`config.mk`:
```
export PLATFORM = sky130hd
export DESIGN_NAME = rll_rx_frame_ctrl
export DESIGN_NICKNAME = d
export VERILOG_FILES = /design/src/rtl/rll_rx_pkg.sv /design/src/rtl/rll_byte_fifo.sv /design/src/rtl/rll_rx_frame_ctrl.sv
export SDC_FILE = /design/constraint.sdc
export NUM_CORES = 1
export LEC_CHECK = 0
export BUFFER_PORTS_ARGS = -buffer_cell sky130_fd_sc_hd__buf_2
export CAP_MARGIN = 20
export CORE_MARGIN = 8
export CORE_UTILIZATION = 54
export CTS_CLUSTER_SIZE = 40
export DETAILED_ROUTE_END_ITERATION = 7
export HOLD_SLACK_MARGIN = 0.08
export PLACE_DENSITY = 0.85
export SYNTH_ARGS = -nofsm -noshare
export SYNTH_HDL_FRONTEND = slang
export SYNTH_HIERARCHICAL = 1
export SYNTH_SLANG_ARGS = --single-unit
```
`constraint.sdc`:
```
create_clock -name clk -period 3 [get_ports clk]
set_clock_uncertainty 0.1 [all_clocks]
set_input_delay 0.15 -clock clk [delete_from_list [all_inputs] [get_ports clk]]
set_output_delay 0.15 -clock clk [all_outputs]
set_load 0.02 [all_outputs]
```
`src/rtl/rll_rx_pkg.sv`:
```
// Shared types and constants for the RLL(2,7) receive framing controller.
// Contents: FSM state enum, legal decoded-group length range, accumulator sizing,
// and a helper that tests whether a group length is legal.
package rll_rx_pkg;

  typedef enum logic [1:0] {
    IDLE    = 2'd0,
    HUNT    = 2'd1,
    PAYLOAD = 2'd2
  } state_t;

  localparam int unsigned LEN_MIN   = 2;
  localparam int unsigned LEN_MAX   = 4;
  localparam int unsigned ACC_W     = 12;
  localparam int unsigned ACC_CNT_W = 4;

  // True when a decoded group length is within the legal 2..4 range.
  function automatic logic len_ok(input logic [2:0] len);
    return (len >= 3'(LEN_MIN)) && (len <= 3'(LEN_MAX));
  endfunction

endpackage

```
`src/rtl/rll_byte_fifo.sv`:
```
// Small synchronous first-word-fall-through FIFO for payload bytes.
// Ports:
//   clk, rst_n : clock, asynchronous active-low reset
//   push, din  : write request and data (ignored when full unless popping)
//   pop        : read request (ignored when empty)
//   dout       : head entry, valid whenever empty is low
//   full/empty : occupancy flags
module rll_byte_fifo #(
  parameter int unsigned DEPTH = 4,
  parameter int unsigned WIDTH = 8
) (
  input  logic             clk,
  input  logic             rst_n,
  input  logic             push,
  input  logic [WIDTH-1:0] din,
  input  logic             pop,
  output logic [WIDTH-1:0] dout,
  output logic             full,
  output logic             empty
);

  localparam int unsigned AW = (DEPTH > 1) ? $clog2(DEPTH) : 1;
  localparam int unsigned CW = AW + 1;

  logic [WIDTH-1:0] mem [DEPTH];
  logic [AW-1:0]    wr_ptr;
  logic [AW-1:0]    rd_ptr;
  logic [CW-1:0]    count;
  logic             do_push_c;
  logic             do_pop_c;

  // A full FIFO still accepts a write when the head is leaving the same cycle.
  assign do_pop_c  = pop && (count != '0);
  assign do_push_c = push && ((count != CW'(DEPTH)) || do_pop_c);

  assign dout  = mem[rd_ptr];
  assign full  = (count == CW'(DEPTH));
  assign empty = (count == '0);

  // Storage and pointers; DEPTH is a power of two so pointers wrap naturally.
  always_ff @(posedge clk or negedge rst_n) begin
    if (!rst_n) begin
      for (int i = 0; i < int'(DEPTH); i++) begin
        mem[i] <= '0;
      end
      wr_ptr <= '0;
      rd_ptr <= '0;
      count  <= '0;
    end else begin
      if (do_push_c) begin
        mem[wr_ptr] <= din;
        wr_ptr      <= wr_ptr + AW'(1);
      end
      if (do_pop_c) begin
        rd_ptr <= rd_ptr + AW'(1);
      end
      count <= count + CW'(do_push_c) - CW'(do_pop_c);
    end
  end

endmodule

```
`src/rtl/rll_rx_frame_ctrl.sv`:
```
// Receive framing controller behind the RLL(2,7) decoder: enables the decoder,
// hunts for the sync word across variable-length decoded groups, packs the
// fixed-length payload into bytes and hands them out through a byte FIFO.
// Ports:
//   clk, rst_n                  : clock, asynchronous active-low reset
//   start, abort                : begin a receive attempt / return to idle
//   dec_en                      : decoder enable (high in HUNT and PAYLOAD)
//   dec_valid, dec_len, dec_bits: decoded group, right-aligned, MSB oldest
//   byte_data, byte_valid,
//   byte_ready                  : payload byte stream, valid/ready handshake
//   frame_start, frame_done     : one-cycle pulses on sync match / last byte
//   busy                        : controller not idle
//   sync_timeout, ovf_err,
//   len_err                     : sticky status, cleared by start
module rll_rx_frame_ctrl
  import rll_rx_pkg::*;
#(
  parameter logic [15:0] SYNC_WORD    = 16'hA1F3,
  parameter int unsigned FRAME_BYTES  = 16,
  parameter int unsigned HUNT_TIMEOUT = 1024,
  parameter int unsigned FIFO_DEPTH   = 4
) (
  input  logic       clk,
  input  logic       rst_n,
  input  logic       start,
  input  logic       abort,
  output logic       dec_en,
  input  logic       dec_valid,
  input  logic [2:0] dec_len,
  input  logic [3:0] dec_bits,
  output logic [7:0] byte_data,
  output logic       byte_valid,
  input  logic       byte_ready,
  output logic       frame_start,
  output logic       frame_done,
  output logic       busy,
  output logic       sync_timeout,
  output logic       ovf_err,
  output logic       len_err
);

  localparam int unsigned GRP_W  = $clog2(HUNT_TIMEOUT + 1);
  localparam int unsigned BCNT_W = 8;

  state_t               state_q, state_d;
  logic [15:0]          win_q, win_d;
  logic [ACC_W-1:0]     acc_q, acc_d;
  logic [ACC_CNT_W-1:0] acc_cnt_q, acc_cnt_d;
  logic [BCNT_W-1:0]    byte_cnt_q, byte_cnt_d;
  logic [GRP_W-1:0]     grp_cnt_q, grp_cnt_d;
  logic                 frame_start_d, frame_done_d;
  logic                 sync_timeout_d, ovf_err_d, len_err_d;

  logic                 matched_c;
  logic                 grp_bit_c;
  logic [3:0]           bits_m_c;
  logic [7:0]           byte_c;
  logic                 push_c;
  logic [7:0]           push_data_c;
  logic                 pop_c;
  logic                 fifo_full_c;
  logic                 fifo_empty_c;

  assign byte_valid = ~fifo_empty_c;
  assign pop_c      = byte_valid & byte_ready;

  rll_byte_fifo #(
    .DEPTH (FIFO_DEPTH),
    .WIDTH (8)
  ) u_fifo (
    .clk   (clk),
    .rst_n (rst_n),
    .push  (push_c),
    .din   (push_data_c),
    .pop   (pop_c),
    .dout  (byte_data),
    .full  (fifo_full_c),
    .empty (fifo_empty_c)
  );

  // Next-state, sync search and byte packing.
  always_comb begin
    state_d        = state_q;
    win_d          = win_q;
    acc_d          = acc_q;
    acc_cnt_d      = acc_cnt_q;
    byte_cnt_d     = byte_cnt_q;
    grp_cnt_d      = grp_cnt_q;
    frame_start_d  = 1'b0;
    frame_done_d   = 1'b0;
    sync_timeout_d = sync_timeout;
    ovf_err_d      = ovf_err;
    len_err_d      = len_err;
    matched_c      = 1'b0;
    grp_bit_c      = 1'b0;
    byte_c         = '0;
    push_c         = 1'b0;
    push_data_c    = '0;
    // Upper bits of a short group are don't-care; keep them out of the accumulator.
    bits_m_c       = dec_bits & 4'((5'd1 << dec_len) - 5'd1);

    if (abort) begin
      state_d   = IDLE;
      acc_d     = '0;
      acc_cnt_d = '0;
    end else begin
      unique case (state_q)
        IDLE: begin
          if (start) begin
            state_d        = HUNT;
            sync_timeout_d = 1'b0;
            ovf_err_d      = 1'b0;
            len_err_d      = 1'b0;
            win_d          = '0;
            acc_d          = '0;
            acc_cnt_d      = '0;
            byte_cnt_d     = '0;
            grp_cnt_d      = '0;
          end
        end

        HUNT: begin
          if (dec_valid) begin
            if (!len_ok(dec_len)) begin
              len_err_d = 1'b1;
            end else begin
              grp_cnt_d = grp_cnt_q + GRP_W'(1);
              acc_d     = '0;
              acc_cnt_d = '0;
              // Bit-serial walk, oldest first; bits after the match start the payload.
              for (int i = 0; i < int'(LEN_MAX); i++) begin
                if (i < int'(dec_len)) begin
                  grp_bit_c = dec_bits[2'(int'(dec_len) - 1 - i)];
                  if (matched_c) begin
                    acc_d     = {acc_d[ACC_W-2:0], grp_bit_c};
                    acc_cnt_d = acc_cnt_d + ACC_CNT_W'(1);
                  end else begin
                    win_d = {win_d[14:0], grp_bit_c};
                    if (win_d == SYNC_WORD) begin
                      matched_c = 1'b1;
                    end
                  end
                end
              end
              if (matched_c) begin
                state_d       = PAYLOAD;
                frame_start_d = 1'b1;
                byte_cnt_d    = '0;
              end else if (grp_cnt_d >= GRP_W'(HUNT_TIMEOUT)) begin
                sync_timeout_d = 1'b1;
                state_d        = IDLE;
              end
            end
          end
        end

        PAYLOAD: begin
          if (dec_valid) begin
            if (!len_ok(dec_len)) begin
              len_err_d = 1'b1;
            end else begin
              acc_d     = (acc_q << dec_len) | ACC_W'(bits_m_c);
              acc_cnt_d = acc_cnt_q + ACC_CNT_W'(dec_len);
              if (acc_cnt_d >= ACC_CNT_W'(8)) begin
                // Oldest 8 of the valid bits; anything above them is stale.
                byte_c    = 8'(acc_d >> (acc_cnt_d - ACC_CNT_W'(8)));
                acc_cnt_d = acc_cnt_d - ACC_CNT_W'(8);
                if (fifo_full_c && !pop_c) begin
                  ovf_err_d = 1'b1;
                  state_d   = HUNT;
                  win_d     = '0;
                  grp_cnt_d = '0;
                  acc_d     = '0;
                  acc_cnt_d = '0;
                end else begin
                  push_c      = 1'b1;
                  push_data_c = byte_c;
                  byte_cnt_d  = byte_cnt_q + BCNT_W'(1);
                  if (byte_cnt_d == BCNT_W'(FRAME_BYTES)) begin
                    frame_done_d = 1'b1;
                    state_d      = IDLE;
                    acc_d        = '0;
                    acc_cnt_d    = '0;
                  end
                end
              end
            end
          end
        end

        default: state_d = IDLE;
      endcase
    end
  end

  // State and registered outputs.
  always_ff @(posedge clk or negedge rst_n) begin
    if (!rst_n) begin
      state_q      <= IDLE;
      win_q        <= '0;
      acc_q        <= '0;
      acc_cnt_q    <= '0;
      byte_cnt_q   <= '0;
      grp_cnt_q    <= '0;
      dec_en       <= 1'b0;
      busy         <= 1'b0;
      frame_start  <= 1'b0;
      frame_done   <= 1'b0;
      sync_timeout <= 1'b0;
      ovf_err      <= 1'b0;
      len_err      <= 1'b0;
    end else begin
      state_q      <= state_d;
      win_q        <= win_d;
      acc_q        <= acc_d;
      acc_cnt_q    <= acc_cnt_d;
      byte_cnt_q   <= byte_cnt_d;
      grp_cnt_q    <= grp_cnt_d;
      dec_en       <= (state_d != IDLE);
      busy         <= (state_d != IDLE);
      frame_start  <= frame_start_d;
      frame_done   <= frame_done_d;
      sync_timeout <= sync_timeout_d;
      ovf_err      <= ovf_err_d;
      len_err      <= len_err_d;
    end
  end

endmodule
```
==> flow_summary.html <==
<table>
<tr><th>Metric</th><th>Value</th></tr>
<tr><th colspan="2">Layout</th></tr>
<tr><td>Area Overhead vs Synth</td><td>26.99%</td></tr>
<tr><td>Antenna Cells</td><td>0</td></tr>
<tr><td>Fraction of final layout cells with drive strength greater than 1</td><td>33.92%</td></tr>
<tr><td>Total number of nets in the final design</td><td>935</td></tr>
<tr><td>Utilization of the core after routing</td><td>69.75%</td></tr>
<tr><td>Final-layout fill cell count</td><td>855</td></tr>
<tr><th colspan="2">Logic synthesis</th></tr>
<tr><td>Flop and latch count out of synthesis</td><td>97</td></tr>
<tr><td>Xor/xnor share of the synthesized area</td><td>1.269%</td></tr>
<tr><td>Portion of netlist area occupied by mux cells</td><td>17.20%</td></tr>
<tr><td>Unique masters post-synth</td><td>81</td></tr>
<tr><td>Library cell occupying the most area in the post-synthesis netlist</td><td>sky130_fd_sc_hd__dfrtp_1</td></tr>
<tr><td>Synthesized netlist cell count</td><td>763</td></tr>
<tr><td>Syn Std Cell Area</td><td>6903 sq um</td></tr>
<tr><td>Top cell type's share of synthesized area</td><td>35.16%</td></tr>
<tr><td>Cell with the most instances after synthesis</td><td>sky130_fd_sc_hd__nand2_1</td></tr>
<tr><td>Number of warnings reported in the yosys synthesis log</td><td>6</td></tr>
<tr><td>Top post-synthesis cells by area</td><td>sky130_fd_sc_hd__dfrtp_1, sky130_fd_sc_hd__mux2_2, sky130_fd_sc_hd__mux2i_1, sky130_fd_sc_hd__nand2_1, sky130_fd_sc_hd__o21ai_0</td></tr>
<tr><td>Post-synth top flop</td><td>sky130_fd_sc_hd__dfrtp_1</td></tr>
<tr><td>Most instantiated cells after synthesis</td><td>sky130_fd_sc_hd__nand2_1, sky130_fd_sc_hd__dfrtp_1, sky130_fd_sc_hd__o21ai_0</td></tr>
<tr><td>Post-synthesis adder-cell area fraction</td><td>4.205%</td></tr>
<tr><td>Simple logic cell fraction of the synthesized area</td><td>20.66%</td></tr>
<tr><td>Count of flip-flops with a built-in enable after synthesis</td><td>0</td></tr>
<tr><td>Compound-Gate Fraction of Synth Area</td><td>17.67%</td></tr>
<tr><td>Main combinational cell family by area after synthesis</td><td>simple AND/OR/NAND/NOR gates</td></tr>
<tr><td>Proportion of synthesized flip-flops having asynchronous set or reset</td><td>100.0%</td></tr>
<tr><td>Net count after synthesis</td><td>798</td></tr>
<tr><td>Post-synthesis sequential area ratio</td><td>35.16%</td></tr>
<tr><td>Average instance area after synthesis</td><td>9.047 sq um</td></tr>
<tr><th colspan="2">Power</th></tr>
<tr><td>Power density over the cells</td><td>393.7 nW/um^2</td></tr>
<tr><td>Power Total</td><td>3451 uW</td></tr>
<tr><td>Maximum VDD drop</td><td>302.6 uV</td></tr>
<tr><td>Share of total power in the clock network</td><td>34.6%</td></tr>
<tr><td>Static leakage</td><td>0.004043 uW</td></tr>
<tr><td>Power share of the combinational group</td><td>24.2%</td></tr>
<tr><td>Net switching power</td><td>1142 uW</td></tr>
<tr><td>Part of the total power dissipated in sequential elements</td><td>41.2%</td></tr>
<tr><td>Switching fraction of total power</td><td>33.09%</td></tr>
<tr><td>Internal Power</td><td>2309 uW</td></tr>
<tr><th colspan="2">Global routing</th></tr>
<tr><td>Number of antenna violations at the first check in global routing</td><td>0</td></tr>
<tr><td>Pin count of the biggest net entering global routing</td><td>52</td></tr>
<tr><td>Final global-route overflow total</td><td>0</td></tr>
<tr><td>Via count of the first global-routing pass</td><td>6,544</td></tr>
<tr><td>Gr usage total</td><td>23.90%</td></tr>
<tr><td>Met2 track demand over resource</td><td>39.29%</td></tr>
<tr><td>M1 GR Usage</td><td>30.38%</td></tr>
<tr><td>Wire length of the first global-routing pass</td><td>32,230 um</td></tr>
<tr><td>Peak-usage layer in the global routing report</td><td>met2</td></tr>
<tr><td>Met3 GRT Util</td><td>4.067%</td></tr>
<tr><th colspan="2">Critical path</th></tr>
<tr><td>Cells along the critical path</td><td>and3b_2, nand4_4, o31ai_4, mux2i_4, o211ai_1, a2111oi_4, a31oi_4, or4b_1, nand3_1</td></tr>
<tr><td>Reg2reg end</td><td>byte_cnt_q[7]</td></tr>
<tr><td>Required time worst endpoint</td><td>3.20 ns</td></tr>
<tr><td>Category of the most critical setup path</td><td>flip-flop to flip-flop</td></tr>
<tr><td>Worst setup path end</td><td>byte_cnt_q[7]</td></tr>
<tr><td>Critical-path top delay cell</td><td>sky130_fd_sc_hd__or4b_1</td></tr>
<tr><td>Critical path capture point type</td><td>flip-flop</td></tr>
<tr><td>Largest fanout on the critical path</td><td>5</td></tr>
<tr><td>Crit path from</td><td>win_q[1]</td></tr>
<tr><td>Reg2Reg Setup Slack</td><td>-0.19 ns</td></tr>
<tr><td>Arrival time at the worst endpoint</td><td>3.39 ns</td></tr>
<tr><td>Startpoint of the worst register-to-register path</td><td>win_q[1]</td></tr>
<tr><td>Kind of start point of the critical path</td><td>flip-flop</td></tr>
<tr><td>Worst Reg-to-Reg Cells</td><td>9</td></tr>
<tr><td>Slowest cell delay on critical path</td><td>0.54 ns</td></tr>
<tr><th colspan="2">CTS</th></tr>
<tr><td>Cts bufs inserted</td><td>9</td></tr>
<tr><td>CTS tree</td><td>yes</td></tr>
<tr><td>Clk buf depth</td><td>2</td></tr>
<tr><td>Level count of the clock H-tree</td><td>3</td></tr>
<tr><td>Clock net sink count</td><td>97</td></tr>
<tr><td>Clock Tree Root</td><td>sky130_fd_sc_hd__clkbuf_16</td></tr>
<tr><td>Post-CTS clock slew at the launch and capture registers of the worst setup and hold paths</td><td>0.08 ns</td></tr>
<tr><td>Worst-Skew Late Latency</td><td>0.36 ns</td></tr>
<tr><th colspan="2">Drt</th></tr>
<tr><td>Initial DRC count</td><td>968</td></tr>
<tr><td>Routed wire length</td><td>21,700 um</td></tr>
<tr><td>1st-pass router iterations</td><td>8</td></tr>
<tr><td>DR vias</td><td>6,928</td></tr>
<tr><td>Post-DRT Antenna Nets</td><td>0</td></tr>
<tr><td>DRC</td><td>2</td></tr>
<tr><td>Average via count per standard cell</td><td>6.433</td></tr>
<tr><td>Routed wire length per instance</td><td>20.15 um</td></tr>
<tr><th colspan="2">Timing</th></tr>
<tr><td>Max-Slew Margin vs Limit</td><td>54.85%</td></tr>
<tr><td>Setup TNS</td><td>-0.6401 ns</td></tr>
<tr><td>Setup repair after global routing missed its margin</td><td>yes</td></tr>
<tr><td>Post-route setup slack</td><td>-0.1889 ns</td></tr>
<tr><td>Worst-Margin Slew</td><td>0.6759 ns</td></tr>
<tr><td>Setup violators final</td><td>9</td></tr>
<tr><td>Tmin final</td><td>3.189 ns</td></tr>
<tr><td>Highest clock frequency the design can meet</td><td>313.6 MHz</td></tr>
<tr><td>Hold Slack</td><td>0.1783 ns</td></tr>
<tr><td>Final slew viol count</td><td>0</td></tr>
<tr><td>Period utilization</td><td>106.3%</td></tr>
<tr><td>Final hold violation count</td><td>0</td></tr>
<tr><th colspan="2">Floorplan</th></tr>
<tr><td>Die area</td><td>16,660 sq um</td></tr>
<tr><td>Number of top-level pins</td><td>29</td></tr>
<tr><td>Die X-Extent</td><td>129.1 um</td></tr>
<tr><td>Core Area</td><td>12,570 sq um</td></tr>
<tr><td>Effective utilization at floorplan</td><td>54.92%</td></tr>
<tr><td>Die Ht</td><td>129.1 um</td></tr>
<tr><td>Row cnt</td><td>41</td></tr>
<tr><th colspan="2">Outcome</th></tr>
<tr><td>Status</td><td>finished with violations</td></tr>
<tr><td>Violated checks</td><td>design-rule violations, negative setup slack</td></tr>
<tr><th colspan="2">Place</th></tr>
<tr><td>Worst slack at placement</td><td>-0.2519 ns</td></tr>
<tr><td>DPL Wire Length</td><td>13,570 um</td></tr>
<tr><td>Number of buffer cells added on primary ports</td><td>28</td></tr>
<tr><td>Weighted congestion reported at the end of routability-driven placement</td><td>0.9496</td></tr>
<tr><th colspan="2">Min path</th></tr>
<tr><td>Hold/Removal Path Class</td><td>input port to flip-flop</td></tr>
<tr><th colspan="2">Flow run</th></tr>
<tr><td>Max-cap check violation count</td><td>0</td></tr>
</table>
-- placed cells by master (no fill, tap or decap), types with 7 or more instances in the layout --
cell type / count
sky130_fd_sc_hd__nor3_1: 15
sky130_fd_sc_hd__buf_2: 27
sky130_fd_sc_hd__nor2_1: 56
sky130_fd_sc_hd__nand3_1: 23
sky130_fd_sc_hd__o211ai_1: 8
sky130_fd_sc_hd__a22o_1: 9
sky130_fd_sc_hd__nand3b_1: 10
sky130_fd_sc_hd__mux4_2: 9
sky130_fd_sc_hd__o21ai_1: 11
sky130_fd_sc_hd__mux2i_1: 40
sky130_fd_sc_hd__inv_1: 16
sky130_fd_sc_hd__o21ai_0: 53
sky130_fd_sc_hd__mux2_2: 47
sky130_fd_sc_hd__a21oi_1: 35
sky130_fd_sc_hd__buf_6: 7
sky130_fd_sc_hd__a31oi_1: 7
sky130_fd_sc_hd__dfrtp_1: 96
sky130_fd_sc_hd__buf_4: 129
sky130_fd_sc_hd__clkbuf_16: 9
sky130_fd_sc_hd__nand2b_1: 10
sky130_fd_sc_hd__nand2_1: 92
sky130_fd_sc_hd__ha_1: 19
-- power by group through the flow --
stage / clock [uW] / combinational, uW / sequential, uW
2_1_floorplan: 0 / 420 / 1440
6_report: 1200 / 834 / 1420
4_1_cts: 1190 / 746 / 1420
3_3_place_gp: 0 / 701 / 1440
5_1_grt: 1250 / 886 / 1430
3_5_place_dp: 0 / 714 / 1440
-- metrics by stage --
stage,area [sq um],instances
global placement,8038,1040
floorplan,7000,763
global route,8766,1077
CTS,8506,1068
detailed placement,8038,1040
finish,8766,1077
-- area by class of cell --
class                      count  area [sq um]  share of cell area [%]
sequential                    97          2429                   27.70
multi-input combinational    601          4474                   51.04
inverter                      23         98.84                   1.128
tap                          172         215.2                   2.455
clock inverter                 7         81.33                  0.9278
clock buffer                   9         225.2                   2.569
timing repair buffer         168          1242                   14.17
-- cells by family (layout without fill, tap and decap cells) --
logic type / Yosys count / in the layout
flops: 97 / 97
fa+ha+maj: 22 / 22
compound gates: 189 / 189
xor+xnor: 10 / 10
mux: 100 / 100
buf+inv: 65 / 207
simple gates: 280 / 280
-- sequential cells by signal (all words and copies together) (netlist names), 3 cells and up --
signal / count
win_q: 15
u_fifo/count: 3
grp_cnt_q: 11
acc_q: 12
acc_cnt_q: 4
u_fifo/mem: 32
byte_cnt_q: 8
-- per-layer routing --
layer,up-vias,share of wire [%]
li1,3061,-
met5,-,0
met4,0,5.2
met3,140,7.7
met1,3322,40
met2,405,48
-- worst min path at each step --
stage	from	to	slack, ns	cells past startpoint
2_1_floorplan	rst_n	acc_cnt_q[0]	-0.25	0
3_3_place_gp	rst_n	grp_cnt_q[4]	0.11	1
3_5_place_dp	rst_n	grp_cnt_q[4]	0.11	1
4_1_cts	dec_bits[0]	acc_q[0]	0.18	4
5_1_grt	dec_bits[0]	acc_q[0]	0.20	4
6_report	dec_bits[0]	acc_q[0]	0.18	4
-- worst max-delay path, delay by kind of cell (launching register included) --
kind               cells  cell delay (ns)
AOI/OAI and AO/OA      4             1.16
and+or+nand+nor        4             1.07
DFF                    1             0.44
muxes                  1             0.35
-- timing repair --
item | in CTS | in global routing
pin swaps | 8 | 14
hold endpoints to repair | 51 | 0
hold buffers | 4 | 0
buffers inserted | 8 | 8
setup endpoints to repair | 3 | 27
resized for setup | 12 | 54
No activity file was read; power rests on OpenSTA's default activity.
